## src/rtl/ksa_param_if.sv

```systemverilog
// ARC4 key-schedule bus: start/ready handshake, key and the single-port S-box RAM port.
// Latency: none; this bundles signals only.
// Backpressure: en is honoured only while rdy=1; the RAM side has no stall.
interface ksa_param_if #(
  parameter int KEY_BYTES = 3,
  parameter int ADDR_W    = 8
);
  logic                   en;
  logic                   rdy;
  logic                   done;
  logic [KEY_BYTES*8-1:0] key;
  logic [ADDR_W-1:0]      addr;
  logic [ADDR_W-1:0]      rddata;
  logic [ADDR_W-1:0]      wrdata;
  logic                   wren;

  // Control FSM / RAM side: requests runs and returns RAM read data.
  modport master (
    output en, key, rddata,
    input  rdy, done, addr, wrdata, wren
  );

  // Key-scheduling engine side.
  modport slave (
    input  en, key, rddata,
    output rdy, done, addr, wrdata, wren
  );
endinterface

```

## src/rtl/ksa_param.sv

```systemverilog
// Parametrised ARC4 key scheduler permuting an external S-box RAM in place (optional INIT phase: KSA_PARAM_INIT_PHASE_EN).
// Latency: 4 cycles per entry, done 4N cycles after accept (5N with the INIT phase).
// Backpressure: en ignored while busy (rdy=0); key is latched on accept, so later key changes are ignored.
module ksa_param #(
  parameter int KEY_BYTES = 3,
  parameter int ADDR_W    = 8
) (
  input logic        clk,
  input logic        rst,
  ksa_param_if.slave bus
);

  localparam int                KIDX_W    = (KEY_BYTES > 1) ? $clog2(KEY_BYTES) : 1;
  localparam logic [KIDX_W-1:0] KIDX_LAST = KIDX_W'(KEY_BYTES - 1);
  localparam logic [ADDR_W-1:0] I_LAST    = '1;

  typedef enum logic [2:0] {
    ST_IDLE = 3'd0,
    ST_INIT = 3'd1,
    ST_RD_I = 3'd2,
    ST_RD_J = 3'd3,
    ST_WR_I = 3'd4,
    ST_WR_J = 3'd5,
    ST_DONE = 3'd6
  } state_t;

  state_t                 state_q, state_d;
  logic [ADDR_W-1:0]      i_q, i_d;
  logic [ADDR_W-1:0]      j_q, j_d;
  logic [ADDR_W-1:0]      si_q, si_d;
  logic [KIDX_W-1:0]      kidx_q, kidx_d;
  logic [KEY_BYTES*8-1:0] key_q, key_d;

  // Low ADDR_W bits of the current key byte (byte 0 is the MSB byte); this is the byte mod N.
  logic [ADDR_W-1:0] key_byte;
  logic [ADDR_W-1:0] jn;

  assign key_byte = key_q[(KEY_BYTES - 1 - int'(kidx_q)) * 8 +: ADDR_W];
  // rddata holds S[i] during RD_J; the ADDR_W-bit sum wraps mod N for free.
  assign jn = j_q + bus.rddata + key_byte;

  // State and datapath registers with synchronous reset.
  always_ff @(posedge clk) begin
    if (rst) begin
      state_q <= ST_IDLE;
      i_q     <= '0;
      j_q     <= '0;
      si_q    <= '0;
      kidx_q  <= '0;
      key_q   <= '0;
    end else begin
      state_q <= state_d;
      i_q     <= i_d;
      j_q     <= j_d;
      si_q    <= si_d;
      kidx_q  <= kidx_d;
      key_q   <= key_d;
    end
  end

  // Next-state and datapath updates.
  always_comb begin
    state_d = state_q;
    i_d     = i_q;
    j_d     = j_q;
    si_d    = si_q;
    kidx_d  = kidx_q;
    key_d   = key_q;
    case (state_q)
      ST_IDLE: begin
        if (bus.en) begin
          key_d  = bus.key;
          i_d    = '0;
          j_d    = '0;
          kidx_d = '0;
`ifdef KSA_PARAM_INIT_PHASE_EN
          state_d = ST_INIT;
`else
          state_d = ST_RD_I;
`endif
        end
      end
`ifdef KSA_PARAM_INIT_PHASE_EN
      ST_INIT: begin
        // i wraps back to 0 on the last fill write, ready for the swap loop.
        i_d = i_q + ADDR_W'(1);
        if (i_q == I_LAST) state_d = ST_RD_I;
      end
`endif
      ST_RD_I: state_d = ST_RD_J;
      ST_RD_J: begin
        si_d    = bus.rddata;
        j_d     = jn;
        state_d = ST_WR_I;
      end
      ST_WR_I: state_d = ST_WR_J;
      ST_WR_J: begin
        i_d     = i_q + ADDR_W'(1);
        kidx_d  = (kidx_q == KIDX_LAST) ? '0 : kidx_q + KIDX_W'(1);
        state_d = (i_q == I_LAST) ? ST_DONE : ST_RD_I;
      end
      ST_DONE: state_d = ST_IDLE;
      default: state_d = ST_IDLE;
    endcase
  end

  // Moore outputs; S[i] is written before S[j] so i==j rewrites the same value twice.
  always_comb begin
    bus.rdy    = 1'b0;
    bus.done   = 1'b0;
    bus.addr   = '0;
    bus.wrdata = '0;
    bus.wren   = 1'b0;
    case (state_q)
      ST_IDLE: bus.rdy = 1'b1;
`ifdef KSA_PARAM_INIT_PHASE_EN
      ST_INIT: begin
        bus.addr   = i_q;
        bus.wrdata = i_q;
        bus.wren   = 1'b1;
      end
`endif
      ST_RD_I: bus.addr = i_q;
      ST_RD_J: bus.addr = jn;
      ST_WR_I: begin
        bus.addr   = i_q;
        bus.wrdata = bus.rddata;
        bus.wren   = 1'b1;
      end
      ST_WR_J: begin
        bus.addr   = j_q;
        bus.wrdata = si_q;
        bus.wren   = 1'b1;
      end
      ST_DONE: bus.done = 1'b1;
      default: ;
    endcase
  end

endmodule

```

## src/flat_wrapper.sv

```systemverilog
// flat-port wrapper written by rule: the top's interface ports become plain ports
module ksa_param_flat 
#(
  parameter int KEY_BYTES = 3,
  parameter int ADDR_W    = 8
)
  (clk, rst, bus_en, bus_key, bus_rddata, bus_rdy, bus_done, bus_addr, bus_wrdata, bus_wren);
  ksa_param_if #(.KEY_BYTES(KEY_BYTES), .ADDR_W(ADDR_W)) bus_i ();
  input logic clk;
  input logic rst;
  input wire logic [$bits(bus_i.en)-1:0] bus_en;
  input wire logic [$bits(bus_i.key)-1:0] bus_key;
  input wire logic [$bits(bus_i.rddata)-1:0] bus_rddata;
  output wire logic [$bits(bus_i.rdy)-1:0] bus_rdy;
  output wire logic [$bits(bus_i.done)-1:0] bus_done;
  output wire logic [$bits(bus_i.addr)-1:0] bus_addr;
  output wire logic [$bits(bus_i.wrdata)-1:0] bus_wrdata;
  output wire logic [$bits(bus_i.wren)-1:0] bus_wren;
  assign bus_i.en = bus_en;
  assign bus_i.key = bus_key;
  assign bus_i.rddata = bus_rddata;
  assign bus_rdy = bus_i.rdy;
  assign bus_done = bus_i.done;
  assign bus_addr = bus_i.addr;
  assign bus_wrdata = bus_i.wrdata;
  assign bus_wren = bus_i.wren;
  ksa_param #(.KEY_BYTES(KEY_BYTES), .ADDR_W(ADDR_W)) u_core (.clk(clk), .rst(rst), .bus(bus_i));
endmodule
```

## config.mk

```make
export PLATFORM = sky130hd
export DESIGN_NAME = ksa_param_flat
export DESIGN_NICKNAME = d
export VERILOG_FILES = /design/src/rtl/ksa_param_if.sv /design/src/rtl/ksa_param.sv /design/src/flat_wrapper.sv
export SDC_FILE = /design/constraint.sdc
export NUM_CORES = 1
export LEC_CHECK = 0
export ABC_AREA = 0
export BUFFER_PORTS_ARGS = -buffer_cell sky130_fd_sc_hd__buf_4
export CORE_MARGIN = 2
export CORE_UTILIZATION = 52
export CTS_BUF_LIST = sky130_fd_sc_hd__clkbuf_8
export DETAILED_ROUTE_END_ITERATION = 7
export PLACE_DENSITY = 0.87
export SYNTH_ARGS = -nofsm -noshare
export SYNTH_HDL_FRONTEND = slang
export SYNTH_SLANG_ARGS = --single-unit
```

## constraint.sdc

```tcl
create_clock -name clk -period 3.7 [get_ports clk]
set_input_delay 0.37 -clock clk [delete_from_list [all_inputs] [get_ports clk]]
set_output_delay 0.37 -clock clk [all_outputs]
set_load 0.005 [all_outputs]
```

Word level (Yosys, flattened, before mapping)

Index checks and enable logic that the tools add are counted.
W data, S select, Z words.

Add/sub/neg operators: 5
Equal/unequal tests: 8
Shift-type cells: 1
Mux-type cells: 14
Reductions and logical operators: 8

Operators by type and width:

| kind                  | number |
|---|---|
| $pmux W8 S2           | 3 |
| $shiftx A24 B32 Y8    | 1 |
| $pmux W8 S3           | 1 |
| $add A8 B8 Y8         | 2 |
| $pmux W3 S5           | 1 |
| $eq A3 B3 Y1 const B  | 3 |
| $add A8 B1 Y8 const B | 1 |
| $eq A8 B8 Y1 const B  | 1 |
| $mux W8               | 1 |
| $eq A3 B2 Y1 const B  | 2 |
| $mux W3               | 2 |
| $reduce_and A2 Y1     | 3 |
| $mux W2               | 2 |
| $pmux W2 S2           | 1 |
| $reduce_bool A2 Y1    | 2 |
| $reduce_or A2 Y1      | 2 |
| $logic_not A3 Y1      | 1 |
| $mux W1               | 3 |
| $sub A2 B2 Y3 const A | 1 |
| $add A2 B1 Y2 const B | 1 |
| $eq A2 B2 Y1 const B  | 1 |
| $ne A2 B2 Y1 const B  | 1 |

Bits in registers: 53
Input bits: 35
Output and inout bits: 19

Logic depth before layout (Yosys ltp)

Gate-level depths: netlist of the first run.

Depth after elaboration: 4
Depth in mapped cells: 19

Least setup slack after synthesis of the first run

OpenSTA, ideal clock, no wires.

Kind: reg-to-output
From: register u_core.kidx_q[0]
To: output bus_addr[7]
Data arrival time: 3.656 ns
Required time: 3.330 ns
Setup slack: -0.326 ns
Stages on the path, launching flop included: 19
Path buffers: 4
Path through: dfxtp_1 > clkbuf_1 > buf_1 > inv_1 > ha_1 > buf_2 > buf_2 > mux2i_1 > nor2_1 > a31oi_1 > nor2_1 > fa_1 > ha_1 > nor2b_1 > o31ai_1 > nand2b_1 > a21oi_1 > xnor2_1 > o21ai_1

Longest elaborated chain between the ends: 4

Ends and longest elaborated chain:

| what                   | line               | RTL |
|---|---|---|
| from (decl)            | ksa_param.sv:31    | `logic [KIDX_W-1:0] kidx_q, kidx_d;` |
| from (signal assigned) | ksa_param.sv:56    | `kidx_q <= kidx_d;` |
| $sub A2 B2 Y3          | ksa_param.sv:38    | `assign key_byte = key_q[(KEY_BYTES - 1 - int'(kidx_q)) * 8 +: ADDR_W];` |
| $shiftx A24 B32 Y8     | ksa_param.sv:38    |  |
| $add A8 B8 Y8          | ksa_param.sv:40    | `assign jn = j_q + bus.rddata + key_byte;` |
| $pmux W8 S3            | ksa_param.sv:114   | `case (state_q)` |
| to (decl)              | flat_wrapper.sv:16 | `output wire logic [$bits(bus_i.addr)-1:0] bus_addr;` |

No other way between the ends.

Worst setup path after layout of the first run

From: register u_core.kidx_q[1]
To: output bus_addr[7]

Same word-level chain as after synthesis.

==> impl_metrics.ini, run 1 <==
[setup_path]
startpoint_type = flop
arrival_ps = 3360
worstPathRequired_ps = 3330
worstSetupEndpointType = output port
crit_type = flop to output port
ff2ff_setup_slack_ps = 520
path_max_fanout = 7

[cts]
cts_root_buf = clkbuf_8
numCtsBuffers = 5
cts_tree = done
cts.clk_slew.worst_paths_ps = 90
ctsHoldBuffers = 0
insertion_delay_ps = 310
cts_buffer_depth = 2
clkSinkCount = 53
h-tree-depth = 2

[yosys]
synth_edf_count = 0
synthesis.nets = 438
synth_cell_types = 42
syn_area_um2 = 2949
ys_seq_area_frac = 0.3598
avgSynthCellArea_um2 = 7.660
ys_warn_count = 0
ys.flop_type = dfxtp_1
synth_cells = 385
yosys.area.top_type = dfxtp_1
ys_seq_elements = 53
post-synth-top-area-fraction = 0.3598
ys_async_sr_fraction = 0
yosys-top-cells-area = dfxtp_1, nand2_1, a21oi_1

[routing]
antenna_left = 0
drc = 0
num_vias = 2856
vias_per_cell = 5.644
wl_per_cell_um = 14.77
routed_wirelength_mm = 7.472
initialDrtViolationCount = 249
drtPass1Iterations = 5

[timing]
clock.fmax_mhz = 268.4
clock_skew_ps = 10.73
fin_tns_setup_ps = -26.33
slew-limit-headroom = 0.4012
finalSetupViolCount = 1
whs_ps = 305.6
post-route-period-util = 1.007
max_slew.worst_pin.slew_ps = 898.2
slew_viol_final = 0
fin_ws_ps = -26.33
final_hold_viol_count = 0
rsz0062_at_grt = true
post-route-min-period_ps = 3726

[power]
p_comb_frac = 0.249
swShare = 0.3001
ir_worst_vdd_v = 0.0002801
cellLeakagePower_uw = 0.001444
intPower_uw = 866.4
powerDensity_nw_per_um2 = 342.5
power_uw = 1238
clkPwrFrac = 0.249
power_switching_uw = 371.5
seqPwrFrac = 0.502

[die]
dieArea_um2 = 6290
die_h_um = 79.31
die_w_um = 79.31
core_um2 = 5507
row_count = 27
initial_core_util = 0.5356
io_pins = 54

[final_layout]
seqCellArea_um2 = 1064
antenna_cells = 0
fillers = 495
design_area_um2 = 3615
fin_util = 0.6564
fin_nets = 486
drive_gt1_frac = 0.2189
multiInputGateArea_um2 = 1839
syn_to_final_growth_pct = 22.57

[placed_design]
dpl.hpwl_mm = 5.133
placed_area_um2 = 3352
gp_congestion = 0.9086
numPortBuffers = 53

[grt]
grt_max_degree = 56
grtUsageTotal = 0.2425
grt_pass1_wl_mm = 12.25
grt_pass1_vias = 2621
grt_antenna_before_repair = 0
gr-total-overflow = 0

[status]
status = finished with violations
violations = setup timing

[hold_path]
hold_path.class = input port to flop

[run]
drv_cap = 0
-- worst max-delay path: stages (launching register included) --
cell and delay [ps]:
dfxtp_2 350, inv_2 50, ha_4 310, mux2i_1 190, nor2_1 50, a31oi_1 150
nor2_1 70, fa_1 490, ha_2 180, inv_2 40, fa_2 370, nor2b_4 170
o31ai_4 70, nand2b_1 100, a21oi_2 80, xnor2_2 150, o21ai_1 130, buf_4 120
-- routing by layer --
layer / global-route usage / share of wire
met5: 0 / 0
met3: 0.03864 / 0.069
met4: 0.05172 / 0.011
met1: 0.3364 / 0.44
met2: 0.4000 / 0.48
-- cell families (layout without fill, tap and decap cells) --
kind of cell	after synthesis	in the layout	synth area share
AND/OR/NAND/NOR	163	163	0.2295
AO/OA/AOI/OAI	95	95	0.1837
flip-flops	53	53	0.3598
buffers and inverters	33	82	0.05473
adder cells (fa/ha/maj)	18	18	0.09673
multiplexers	16	16	0.05473
XOR/XNOR	7	7	0.02079
-- sequential cells by signal, summed over array words and instances (netlist names) --
register / flops
u_core.key_q: 24
u_core.j_q: 8
u_core.kidx_q: 2
u_core.si_q: 8
u_core.state_q: 3
u_core.i_q: 8
-- final timing paths --
kind,from,to,depth (start not counted)
hold / removal,bus_key[23],u_core.key_q[23]$_SDFFE_PP0P_,3
hold reg to reg,u_core.si_q[3]$_SDFFE_PP0P_,u_core.si_q[3]$_SDFFE_PP0P_,2
setup / recovery,u_core.kidx_q[1]$_SDFFE_PP0P_,bus_addr[7],17
setup reg to reg,u_core.kidx_q[1]$_SDFFE_PP0P_,u_core.j_q[7]$_SDFFE_PP0P_,17
-- power groups by stage --
| stage | clock network (uW) | registers [uW] | logic, uW |
|---|---|---|---|
| CTS | 315 | 621 | 283 |
| detailed placement | 0 | 634 | 259 |
| finish | 308 | 622 | 309 |
| global placement | 0 | 633 | 253 |
| floorplan | 0 | 624 | 182 |
| global route | 336 | 625 | 342 |
-- stage by stage --
stage	cells	worst slack, ps
2_1_floorplan	385	12.85
3_3_place_gp	490	116.3
3_5_place_dp	490	-5.169
4_1_cts	503	5.125
5_1_grt	506	-244.6
6_report	506	-26.33
-- layout by cell type (no fill, tap or decap), drive strengths merged, types with 3 or more instances in the layout --
master	Yosys	routed
buf	15	67
dfxtp	53	53
o21ai	16	16
inv	6	9
and2	3	3
a21oi	51	51
fa	8	8
clkbuf	11	5
ha	10	10
a22o	4	4
o31ai	3	3
nand2b	3	3
mux2i	15	15
nand3	12	12
a31oi	11	11
xnor2	5	5
nand2	95	95
nor2	39	39
-- cell type report --
class,count,area share
clock buffer,5,0.01904
timing repair buffer,67,0.1412
tap,72,0.02492
multi-input combinational,299,0.5088
inverter,7,0.008654
clock inverter,3,0.003115
sequential,53,0.2942
-- synth_stat cells (6+ instances only) --
library cell,instances
a21oi_1,51
a31oi_1,11
buf_2,8
clkbuf_1,11
dfxtp_1,53
fa_1,8
ha_1,10
inv_1,6
mux2i_1,15
nand2_1,94
nand3_1,12
nor2_1,38
o21ai_0,13
-- what timing repair did --
action                     in CTS  in global routing
setup buffers                   5                  3
hold endpoints to repair        0                  0
setup endpoints to repair       6                  6
pin swaps                       9                  5
gates resized for setup        17                 11
Power figures use the tool's default switching activity.
==> inputs of run 2 (changes only) <==
- CORE_UTILIZATION: 52 -> 58
- PLACE_DENSITY: 0.87 -> 0.92
- clock period: 3.7 -> 3.57 ns (I/O delays scaled with it)
==> run 2 against run 1 <==
Effect of this change:
- the run still ends with setup timing left
- cell area rose by 2.1%
- register-to-register slack lost 360 ps
- worst hold slack worse by 19 ps
- final cell count fell by 0.20%
- routed wire length is 15% higher
- global-route usage grew 4.2 points
- sequential share of layout area fell by 0.61 points
- critical path depth is 1 higher
- worst setup slack got worse by 380 ps
- critical endpoint unchanged
==> impl_metrics.ini, run 2 (same netlist as run 1, synthesis figures left out) <==
[final_layout]
multiInputGateArea_um2 = 1859
seqCellArea_um2 = 1064
syn_to_final_growth_pct = 25.16
drive_gt1_frac = 0.2420
layout.cells.most_common_list = nand2_1, buf_4, dfxtp_1, a21oi_1, nor2_1
final_cells = 505
largest_register_ffs = 24
final_common_cell = nand2_1
antenna_cells = 0
fillers = 347
largest_register = u_core.key_q
fin_nets = 490

[placed_design]
dp.cells = 488
gp_congestion = 0.9649
numPortBuffers = 53
dp_slack_ps = -121.1
dpl.hpwl_mm = 5.314

[cts]
cts_buffer_depth = 2
clkSinkCount = 53
numCtsBuffers = 5
h-tree-depth = 2
cts_tree = done
insertion_delay_ps = 310
cts.clk_slew.worst_paths_ps = 90
cts_root_buf = clkbuf_8

[power]
powerDensity_nw_per_um2 = 364.9
power_uw = 1347
swShare = 0.3016
power_switching_uw = 406.2
cellLeakagePower_uw = 0.001482
ir_worst_vdd_v = 0.0002503
seqPwrFrac = 0.476
p_comb_frac = 0.250
clkPwrFrac = 0.274
intPower_uw = 940.6

[die]
core_um2 = 4817
io_pins = 54
die_w_um = 75.31
die_h_um = 75.31
initial_core_util = 0.6122
row_count = 25
dieArea_um2 = 5671

[status]
violations = setup timing
status = finished with violations

[setup_path]
path_max_fanout = 4
worstSetupEndpointType = output port
startpoint_type = flop
worstPathRequired_ps = 3210
crit_type = flop to output port
arrival_ps = 3620

[routing]
routed_wirelength_mm = 8.628
vias_per_cell = 6.018
num_vias = 3039
wl_per_cell_um = 17.09
antenna_left = 0
drtPass1Iterations = 8
drc = 0
initialDrtViolationCount = 338

[timing]
clock.fmax_mhz = 251.3
clock_skew_ps = 3.185
slew_viol_final = 0
slew-limit-headroom = 0.4084
post-route-min-period_ps = 3979
finalSetupViolCount = 6
rsz0062_at_grt = true
post-route-period-util = 1.114
final_hold_viol_count = 0
max_slew.worst_pin.slew_ps = 887.4
whs_ps = 286.3
fin_ws_ps = -408.6

[grt]
grt_max_degree = 56
grt_antenna_before_repair = 0
gr-total-overflow = 0
grtUsageTotal = 0.2846
grt_pass1_vias = 2678
grt_pass1_wl_mm = 12.29

[run]
drv_cap = 0

[hold_path]
hold_path.class = input port to flop
-- run 2: cell type report --
type                       instances  share of cell area
clock buffer                       7             0.02610
clock inverter                     1            0.001356
tap                               67             0.02271
sequential                        53              0.2881
multi-input combinational        299              0.5037
inverter                           7            0.008475
timing repair buffer              71              0.1495
-- run 2: path summary, 6_finish.rpt --
| kind | from | end | slack (ps) | cells after the start |
|---|---|---|---|---|
| max | u_core.kidx_q[1]$_SDFFE_PP0P_ | bus_addr[7] | -410 | 18 |
| min | bus_key[21] | u_core.key_q[21]$_SDFFE_PP0P_ | 290 | 3 |
| max reg2reg | u_core.kidx_q[1]$_SDFFE_PP0P_ | u_core.j_q[5]$_SDFFE_PP0P_ | 160 | 18 |
| min reg2reg | u_core.key_q[12]$_SDFFE_PP0P_ | u_core.key_q[12]$_SDFFE_PP0P_ | 460 | 2 |
-- run 2: power by group through the flow --
| stage | Sequential [uW] | Clock (uW) | Combinational [uW] |
|---|---|---|---|
| 2_1_floorplan | 647 | 0 | 193 |
| 3_5_place_dp | 654 | 0 | 280 |
| 3_3_place_gp | 652 | 0 | 269 |
| 5_1_grt | 644 | 399 | 365 |
| 4_1_cts | 640 | 372 | 300 |
| 6_report | 642 | 369 | 337 |
-- run 2: stage by stage --
stage          cell area [um^2]  TNS, ps    util
2_1_floorplan              2988        0       -
3_3_place_gp               3397        0  0.7052
3_5_place_dp               3397   -238.9  0.7052
4_1_cts                    3593   -984.0  0.7460
5_1_grt                    3691    -2066  0.7662
6_report                   3691    -1529  0.7662
-- run 2: critical path, cell delays in order (launching register included) --
cell and delay [ps]:
dfxtp_2 350, inv_2 50, ha_4 290, buf_4 140, mux2i_1 220, nor2_1 80, a31oi_1 180, nor2_1 100
fa_2 420, ha_4 170, inv_2 60, fa_2 230, nor2b_4 60, o31ai_4 250, nand2b_1 110, a21oi_2 190
xnor2_2 140, o21ai_1 90, buf_4 170
-- run 2: routing by layer --
metal	GRT usage	vias to the layer above	wire [um]
met5	0	-	0
met4	0.1150	0	433
met3	0.05820	52	590
met2	0.4860	160	4262
met1	0.3517	1414	3341
li1	-	1413	-
-- run 2: timing repair --
action                                  CTS  global route
hold buffers                              0             0
endpoints found under the setup margin    6             6
gates resized for setup                  23            14
cloned                                    0             0
pin swaps                                17            17
buffers inserted                          6             6
